## src/rtl/chunked_addsub.sv

```systemverilog
// Multi-cycle adder/subtractor: CHUNK bits per clock with a registered
// carry between chunks, valid/ready handshakes on request and result.
module chunked_addsub #(
  parameter int WIDTH = 32,
  parameter int CHUNK = 8
) (
  input  logic             clk_i,
  input  logic             rst_i,
  input  logic             req_valid_i,
  output logic             req_ready_o,
  input  logic [WIDTH-1:0] a_i,
  input  logic [WIDTH-1:0] b_i,
  input  logic             carry_i,
  input  logic             sub_i,
  output logic             res_valid_o,
  input  logic             res_ready_i,
  output logic [WIDTH-1:0] sum_o,
  output logic             carry_o,
  output logic             overflow_o
);

  localparam int N  = WIDTH / CHUNK;
  localparam int CW = (N > 1) ? $clog2(N) : 1;
  localparam logic [CW-1:0] LAST = CW'(N - 1);

  typedef enum logic [1:0] {
    IDLE,
    CALC,
    DONE
  } state_e;

  state_e state_q, state_d;

  logic [WIDTH-1:0] a_q, a_d;
  logic [WIDTH-1:0] b_q, b_d;
  logic [WIDTH-1:0] sum_q, sum_d;
  logic             carry_q, carry_d;
  logic             ovf_q, ovf_d;
  logic [CW-1:0]    cnt_q, cnt_d;

  logic [CHUNK:0]   part;
  logic             msb_cin;

  // Operands shift right one chunk per cycle; the result fills from the top.
  always_comb begin
    part = {1'b0, a_q[CHUNK-1:0]}
         + {1'b0, b_q[CHUNK-1:0]}
         + {{CHUNK{1'b0}}, carry_q};
    msb_cin = a_q[CHUNK-1] ^ b_q[CHUNK-1] ^ part[CHUNK-1];

    state_d = state_q;
    a_d     = a_q;
    b_d     = b_q;
    sum_d   = sum_q;
    carry_d = carry_q;
    ovf_d   = ovf_q;
    cnt_d   = cnt_q;

    unique case (state_q)
      IDLE: begin
        if (req_valid_i) begin
          a_d     = a_i;
          b_d     = sub_i ? ~b_i : b_i;
          carry_d = sub_i ? 1'b1 : carry_i;
          cnt_d   = '0;
          state_d = CALC;
        end
      end
      CALC: begin
        sum_d   = (sum_q >> CHUNK)
                | (WIDTH'(part[CHUNK-1:0]) << (WIDTH - CHUNK));
        a_d     = a_q >> CHUNK;
        b_d     = b_q >> CHUNK;
        carry_d = part[CHUNK];
        cnt_d   = cnt_q + CW'(1);
        if (cnt_q == LAST) begin
          ovf_d   = msb_cin ^ part[CHUNK];
          cnt_d   = '0;
          state_d = DONE;
        end
      end
      DONE: begin
        if (res_ready_i) state_d = IDLE;
      end
      default: state_d = IDLE;
    endcase
  end

  always_ff @(posedge clk_i) begin
    if (rst_i) begin
      state_q <= IDLE;
      a_q     <= '0;
      b_q     <= '0;
      sum_q   <= '0;
      carry_q <= 1'b0;
      ovf_q   <= 1'b0;
      cnt_q   <= '0;
    end else begin
      state_q <= state_d;
      a_q     <= a_d;
      b_q     <= b_d;
      sum_q   <= sum_d;
      carry_q <= carry_d;
      ovf_q   <= ovf_d;
      cnt_q   <= cnt_d;
    end
  end

  assign req_ready_o = (state_q == IDLE);
  assign res_valid_o = (state_q == DONE);
  assign sum_o       = sum_q;
  assign carry_o     = carry_q;
  assign overflow_o  = ovf_q;

endmodule

```

## config.mk

```make
export PLATFORM = sky130hd
export DESIGN_NAME = chunked_addsub
export DESIGN_NICKNAME = d
export VERILOG_FILES = /design/src/rtl/chunked_addsub.sv
export SDC_FILE = /design/constraint.sdc
export NUM_CORES = 1
export LEC_CHECK = 0
export CAP_MARGIN = 20
export CORE_MARGIN = 5
export CORE_UTILIZATION = 50
export CTS_BUF_LIST = sky130_fd_sc_hd__clkbuf_2
export DETAILED_ROUTE_END_ITERATION = 6
export DONT_BUFFER_PORTS = 1
export SYNTH_ARGS = -nofsm -noshare
export SYNTH_HDL_FRONTEND = slang
export SYNTH_SLANG_ARGS = --single-unit
```

## constraint.sdc

```tcl
create_clock -name clk_i -period 2.45 [get_ports clk_i]
set_input_delay 0.245 -clock clk_i [delete_from_list [all_inputs] [get_ports clk_i]]
set_output_delay 0.245 -clock clk_i [all_outputs]
set_load 0.005 [all_outputs]
```

## Word level (Yosys, flattened, before mapping)

Cells that the tools add are included.

| word-level totals | value |
|---|---|
| register bits after elaboration | 102 |
| input bits | 70 |

| cells by class | value |
|---|---|
| add/sub/neg operators | 3 |
| eq/ne operators | 6 |
| bitwise operators | 5 |
| muxes and demuxes | 15 |
| reduce and logical (&&, ||, !) cells | 5 |

Operator list:

| operator | count |
|---|---|
| case mux 32 bit (2 select lines) | 2 |
| 2-to-1 mux 32 bit | 3 |
| NOT 32 bit | 1 |
| OR 24 x 32 -> 32 bit | 1 |
| 2-to-1 mux 2 bit | 5 |
| adder 8 x 8 -> 9 bit | 1 |
| adder 9 x 1 -> 9 bit | 1 |
| case mux 2 bit (3 select lines) | 1 |
| equality test 2 bit, second input constant | 2 |
| inequality test 2 bit, second input constant | 2 |
| case mux 2 bit (2 select lines) | 1 |
| AND reduction 2 bit | 2 |
| AND reduction 3 bit | 1 |
| XOR 1 bit | 3 |
| adder 2 x 1 -> 2 bit, second input constant | 1 |
| equality test 2 x 1 -> 1 bit, second input constant | 1 |
| logical NOT 2 bit | 1 |
| 2-to-1 mux 1 bit | 2 |
| inequality test 2 x 1 -> 1 bit, second input constant | 1 |
| case mux 1 bit (2 select lines) | 1 |
| nonzero test 2 bit | 1 |

## Depth between registers and ports, before layout

Gate-level depths: netlist (run 1).

| logic depth | value |
|---|---|
| depth in word-level cells | 4 |
| gate-level depth with buffers | 8 |
| mapped depth without buffers | 8 |

## Least setup slack after synthesis (run 1)

No wires, ideal clock.

| timing path | value |
|---|---|
| kind | register to register |
| start | register carry_q (netlist: carry_o) |
| end | register ovf_q (netlist: overflow_o) |
| path buffers | 0 |
| arrival time | 1,899 ps |
| cell stages (with the launch flop) | 9 |
| clock period less this slack | 1,987 ps |
| path slack | 463 ps |
| cells stage by stage | dfxtp_1 fa_1 inv_1 fa_1 nand2b_1 a21oi_1 a21oi_1 xnor2_1 a311oi_2 |

| on the way | value |
|---|---|
| cells in the longest elaborated chain, start to end | 3 |

RTL lines:

| what | RTL line | text |
|---|---|---|
| start: declaration | 37 | `logic carry_q, carry_d;` |
| start signal: assignment | 103 | `carry_q <= carry_d;` |
| adder 9 x 1 -> 9 bit (*) | 48 | `+ {{CHUNK{1'b0}}, carry_q};` |
| XOR 1 bit | 49 | `msb_cin = a_q[CHUNK-1] ^ b_q[CHUNK-1] ^ part[CHUNK-1];` |
| XOR 1 bit (*) | 77 | `ovf_d = msb_cin ^ part[CHUNK];` |
| end signal: assignment | 104 | `ovf_q <= ovf_d;` |
| end: declaration | 38 | `logic ovf_q, ovf_d;` |

Mark *: on every way between the ends. The rest lies on a longest branch, timed or not.
A chain may end at the register's enable or synchronous reset.

## Worst setup path in the final report (run 1)

| timing path | value |
|---|---|
| start | register state_q[0] |
| end | register carry_q (netlist: carry_o) |

| on the way | value |
|---|---|
| cells in the longest elaborated chain, start to end | 3 |
| elaborated cells on any way between the ends | 6 |
| those cells by class | eq/ne: 2; mux: 1; reduce/logical: 3 |

RTL lines:

| what | RTL line | text |
|---|---|---|
| start: declaration | 32 | `state_e state_q, state_d;` |
| start signal: assignment | 99 | `state_q <= state_d;` |
| logical NOT 2 bit (*) | -- |  |
| via req_ready_o | 10 | `output logic req_ready_o,` |
| inequality test 2 bit (no source line) / nonzero test 2 bit (equally long branches) | -- |  |
| AND reduction 2 bit (no source line) | -- |  |

Mark *: on every way through the listed nets, which the timed path passes. The rest lies on a longest branch.

==> impl_metrics.tcl, run 1 <==
set metrics [dict create \
    crit_start "state_q[0]" \
    cp_slowest_cell "dlygate4sd3_1" \
    start_kind "register" \
    netlist_area_sq_um 4718 \
    rr_startpoint "state_q[0]" \
    syn_nets 647 \
    htree_levels 3 \
    period_minus_slack_ps 2285 \
    ant_nets 0 \
    antenna_found_initial 0 \
    drc 0 \
    start_util_pct 51.06 \
    first_iter_violations 296 \
    peakVddDrop_v 0.0003311 \
    timing.hold.ws_ps 44.99 \
    die_w_um 107.1 \
    gp_congestion 0.7709 \
    yosys_register_bits 102 \
    relSlewSlack_pct 42.72 \
    mostFrequentLayoutCells "nor2_1, dfxtp_1, dlygate4sd3_1, a21oi_1, nand2_1" \
    dr.pass1.iters 6 \
    hp-class "in -> reg" \
    synth_edf_count 0 \
    synth_seq_area_share_pct 43.28 \
    overflow 0 \
    viasPerCell 5.674 \
    die_area_sq_um 11480 \
    area_delta_synth_final_pct 22.09 \
    num_io_pins 106 \
    synth_flop_cell "dfxtp_1" \
    vias 4278 \
    n_fill_cell 807 \
    power_density_nw_per_um2 565.4 \
    fin_skew_ps 32.46 \
    fmax_mhz 437.6 \
    synthTopCellsByArea "dfxtp_1, nor2_1, a21oi_1, xor2_1, a222oi_1" \
    syn_area_per_cell_sq_um 8.321 \
    min_from "req_valid_i" \
    core_area_sq_um 9240 \
    fin_setup_tns_ps 0 \
    drive_above_1_share_pct 8.320 \
    path_cells "nor2_1 -> and2_1 -> buf_4 -> o21ai_0 -> dlygate4sd3_1 -> a31oi_1" \
    clk_pin_slew_worst_paths_ps 280 \
    async_flop_share_pct 0 \
    synth_top_area_share_pct 43.28 \
    finalCritPeriodShare_pct 93.28 \
    synth_cells 567 \
    p_leak_nw 2.266 \
    worstMarginPinSlew_ps 857.0 \
    rsz0062_at_grt "false" \
    cp_num_buf_inv 2 \
    setup_viol 0 \
    critPathCaptureType "register" \
    fin_nets 700 \
    mostFrequentLayoutCell "nor2_1" \
    cts_max_path_buffers 2 \
    grt_pass1_wl_um 20060 \
    portBuffers 0 \
    finalWirelength_um 12490 \
    drv_slew 0 \
    grtUsageTotal_pct 21.59 \
    cts_setup_buffers 0 \
    num_antenna_cells 0 \
    max_stage_delay_ps 610 \
    crit_fanout 42 \
    critical_path_class "reg -> reg" \
    finalHoldViolCount 0 \
    arrival_ps 2780 \
    routedWlPerCell_um 16.57 \
    numCtsBuffers 9 \
    row_count 35 \
    grt_pass1_vias 3958 \
    power.total_mw 3.257 \
    dp_hpwl_um 7460 \
    ys_warn_count 0 \
    yosysTopAreaCell "dfxtp_1" \
    clk_latency_ps 560 \
    netlist-cell-type-count 37 \
    dieHeight_um 107.1 \
    cap_violations 0 \
    cp.required_ps 2950 \
    critical-path-top-delay-family "buffers and inverters" \
    clock_sinks 102 \
    utilization_pct 62.34 \
    tritoncts "built" \
    grt_max_degree 108 \
    root_buffer "clkbuf_2" \
    status "completed" \
]
## cell usage after synthesis, types with 2 or more instances
cell type,instances
o221a_2,16
nand3_1,4
nor2_1,106
xor2_1,34
buf_1,3
nand2_1,55
a21oi_1,73
nor2b_1,10
dfxtp_1,102
a31oi_1,2
nand3b_1,3
ha_1,8
a2111oi_0,8
nand2b_1,4
clkbuf_1,34
nand4b_1,2
fa_1,2
a211oi_2,2
nor3_1,2
inv_1,19
a21o_1,5
a22oi_1,18
buf_2,16
a222oi_1,24
o21bai_1,2
or4_1,2
## report_power, final
| part | switching (mW) | internal [mW] |
|---|---|---|
| registers | 0.0869 | 1.77 |
| logic | 0.324 | 0.327 |
| clock network | 0.596 | 0.152 |
## flip-flops by register name (all words and copies together) (netlist names)
signal      flops
a_q            32
b_q            32
sum_o          32
cnt_q           2
state_q         2
carry_o         1
overflow_o      1
## worst paths after layout
kind                   end  slack, ps  depth (start not counted)
hold / removal     a_q[10]         40                          3
setup / recovery   carry_o        160                          6
setup reg to reg   carry_o        160                          6
hold reg to reg   sum_o[3]        490                          2
## cells by family (layout without fill, tap and decap cells)
kind of cell	after synthesis	count (layout)	share of synthesized area, %
compound gates	158	158	24.29
xor+xnor	35	35	6.497
fa+ha+maj	10	10	2.970
buf+inv	72	130	6.152
flops	102	102	43.28
simple gates	190	190	16.81
## area by class of cell
cell class / instances / area (sq um) / area share, %
flip-flops and latches: 102 / 2043 / 35.47
repair buffers: 95 / 970.9 / 16.85
inverters: 19 / 71.32 / 1.238
multi-input cells: 393 / 2411 / 41.85
clock buffers: 9 / 45.04 / 0.7819
clock inverters: 7 / 57.56 / 0.9991
well taps: 129 / 161.4 / 2.802
## repair_timing
action                                 4_1_cts  5_1_grt
setup endpoints to repair                    0        1
hold buffers                                80        7
endpoints found under the hold margin      102        6
gates resized for setup                      0        1
## per-layer routing
metal,vias to the layer above,wire [um],track usage [%]
met1,2035,5604,28.32
met5,-,0,0
met2,125,5960,35.17
met4,0,195,6.941
met3,15,730,4.877
li1,2103,-,-
## stage by stage
step	cell area (sq um)	worst slack (ps)	cells
after detailed placement	4756	200.1	651
after global placement	4756	258.4	651
after floorplan	4718	462.8	567
after CTS	5687	131.7	747
final	5761	164.6	754
after global routing	5761	13.57	754
## worst register-to-register path, cell delays in order (launching register included)
cell and delay [ps]:
dfxtp_1 500, nor2_1 240, and2_1 150, buf_4 390, o21ai_0 220, dlygate4sd3_1 610, a31oi_1 150
(Power assumes the default switching activity.)
==> run 2: changes to the inputs <==
==> constraint.sdc (replaced) <==
create_clock -name clk_i -period 2.4 [get_ports clk_i]
set_input_delay 0.24 -clock clk_i [delete_from_list [all_inputs] [get_ports clk_i]]
set_output_delay 0.24 -clock clk_i [all_outputs]
set_load 0.005 [all_outputs]
==> impl_metrics.tcl, run 2 (synthesis results as in run 1) <==
set metrics [dict create \
    rsz0062_at_grt "false" \
    clk_latency_ps 560 \
    final_area_sq_um 5774 \
    power_frac_comb_pct 19.5 \
    viasPerCell 5.584 \
    num_antenna_cells 0 \
    power.total_mw 3.430 \
    multiInputGateArea_sq_um 2411 \
    critical_path_class "reg -> reg" \
    fin_setup_tns_ps 0 \
    path_cells "fa_1 -> inv_1 -> fa_1 -> nand2b_1 -> a21oi_2 -> a21oi_1 -> xnor2_1 -> a311oi_2" \
    violations "design-rule violations" \
    power_density_nw_per_um2 594.0 \
    dp_cells 655 \
    dp_hpwl_um 7605 \
    cp_num_buf_inv 1 \
    root_buffer "clkbuf_2" \
    final_cells 754 \
    clk_pin_slew_worst_paths_ps 270 \
    antenna_found_initial 0 \
    r2r_cells 8 \
    dr.pass1.iters 7 \
    dieHeight_um 107.1 \
    die_w_um 107.1 \
    cap_violations 0 \
    cpMostUsedCell "fa_1" \
    period_minus_slack_ps 2152 \
    n_fill_cell 818 \
    timing.hold.ws_ps 35.38 \
    ant_nets 0 \
    peakVddDrop_v 0.0003424 \
    finalWirelength_um 12590 \
    start_kind "register" \
    path_depth 8 \
    cts_max_path_buffers 2 \
    row_count 35 \
    arrival_ps 2630 \
    grtUsageTotal_pct 22.46 \
    internal_power_mw 2.397 \
    area_delta_synth_final_pct 22.38 \
    grt_pass1_vias 4144 \
    cp.required_ps 2880 \
    overflow 0 \
    setup_viol 0 \
    drc 1 \
    gp_congestion 0.7970 \
    first_iter_violations 350 \
    num_io_pins 106 \
    vias 4210 \
    crit_fanout 3 \
    grt_pass1_wl_um 20760 \
    drv_slew 0 \
    fmax_mhz 464.7 \
    finalCritPeriodShare_pct 89.66 \
    cp_slowest_cell "dfxtp_2" \
    fin_skew_ps 38.85 \
    start_util_pct 51.06 \
    hp-class "in -> reg" \
    pwr-share-seq_pct 55.2 \
    switching_share_pct 30.11 \
    mostFrequentLayoutCells "nor2_1, dfxtp_1, dlygate4sd3_1, a21oi_1, nand2_1" \
    grt_max_degree 108 \
    critPathCaptureType "register" \
    p_leak_nw 2.277 \
    tritoncts "built" \
    die_area_sq_um 11480 \
    switching_power_mw 1.033 \
    relSlewSlack_pct 45.67 \
    clock_sinks 102 \
    drive_above_1_share_pct 9.120 \
    p_clk_share_pct 25.3 \
    critical-path-top-delay-family "compound AO/OA/AOI/OAI gates" \
    hold_depth 3 \
    worstMarginPinSlew_ps 812.8 \
    place_area_sq_um 4786 \
    max_stage_delay_ps 450 \
    core_area_sq_um 9240 \
    finalHoldViolCount 0 \
    regArea_sq_um 2044 \
    routedWlPerCell_um 16.69 \
    htree_levels 3 \
    fin_nets 700 \
    portBuffers 0 \
    numCtsBuffers 9 \
    status "finished, violations left" \
    mostFrequentLayoutCell "nor2_1" \
]
[run 2: cell types whose count changed in the layout (fill, tap and decap cells not counted), sizes merged]
cell,change
buf,+5
dlygate4sd3,-5
clkinv,-2
bufinv,+1
clkinvlp,+1
[run 2: layer usage]
| layer | up-vias | share of wire (%) | global-route usage (%) |
|---|---|---|---|
| met4 | 0 | 1.1 | 6.027 |
| met1 | 1970 | 43 | 28.50 |
| met3 | 10 | 6.2 | 4.576 |
| met5 | - | 0 | 0 |
| met2 | 132 | 50 | 38.70 |
| li1 | 2098 | - | - |
[run 2: final timing paths]
path / startpoint / to / slack [ps]
min reg2reg: sum_o[23] / sum_o[15] / 480
min: req_valid_i / a_q[1] / 40
max reg2reg: carry_o / overflow_o / 250
max: carry_o / overflow_o / 250
[run 2: cell type report]
class                           count  share of cell area, %
Clock buffer                        9                 0.7801
Clock inverter                      7                  1.365
Inverter                           19                  1.235
Multi-Input combinational cell    393                  41.76
Sequential cell                   102                  35.41
Tap cell                          129                  2.795
Timing Repair Buffer               95                  16.66
[run 2: tightest hold or removal path: stages]
cell     delay, ps
nor2_1          20
a21oi_1        120
o221a_2        190
[run 2: timing repair]
action,in CTS,in global routing
hold endpoints to repair,102,1
resized for setup,0,2
hold buffers,81,1
endpoints found under the setup margin,0,3
buffers inserted,0,0
[run 2: metrics by stage]
step / util [%] / setup slack [ps]
2_1_floorplan: - / 412.8
3_3_place_gp: 51.79 / 203.3
3_5_place_dp: 51.79 / 114.8
4_1_cts: 62.21 / 76.18
5_1_grt: 62.49 / 89.13
6_report: 62.49 / 248.3
[run 2: power groups by stage]
| stage | registers (mW) | logic [mW] | clock network, mW |
|---|---|---|---|
| global placement | 1.92 | 0.460 | 0 |
| global route | 1.91 | 0.748 | 0.951 |
| CTS | 1.89 | 0.654 | 0.894 |
| floorplan | 1.89 | 0.423 | 0 |
| detailed placement | 1.93 | 0.473 | 0 |
| finish | 1.89 | 0.669 | 0.866 |
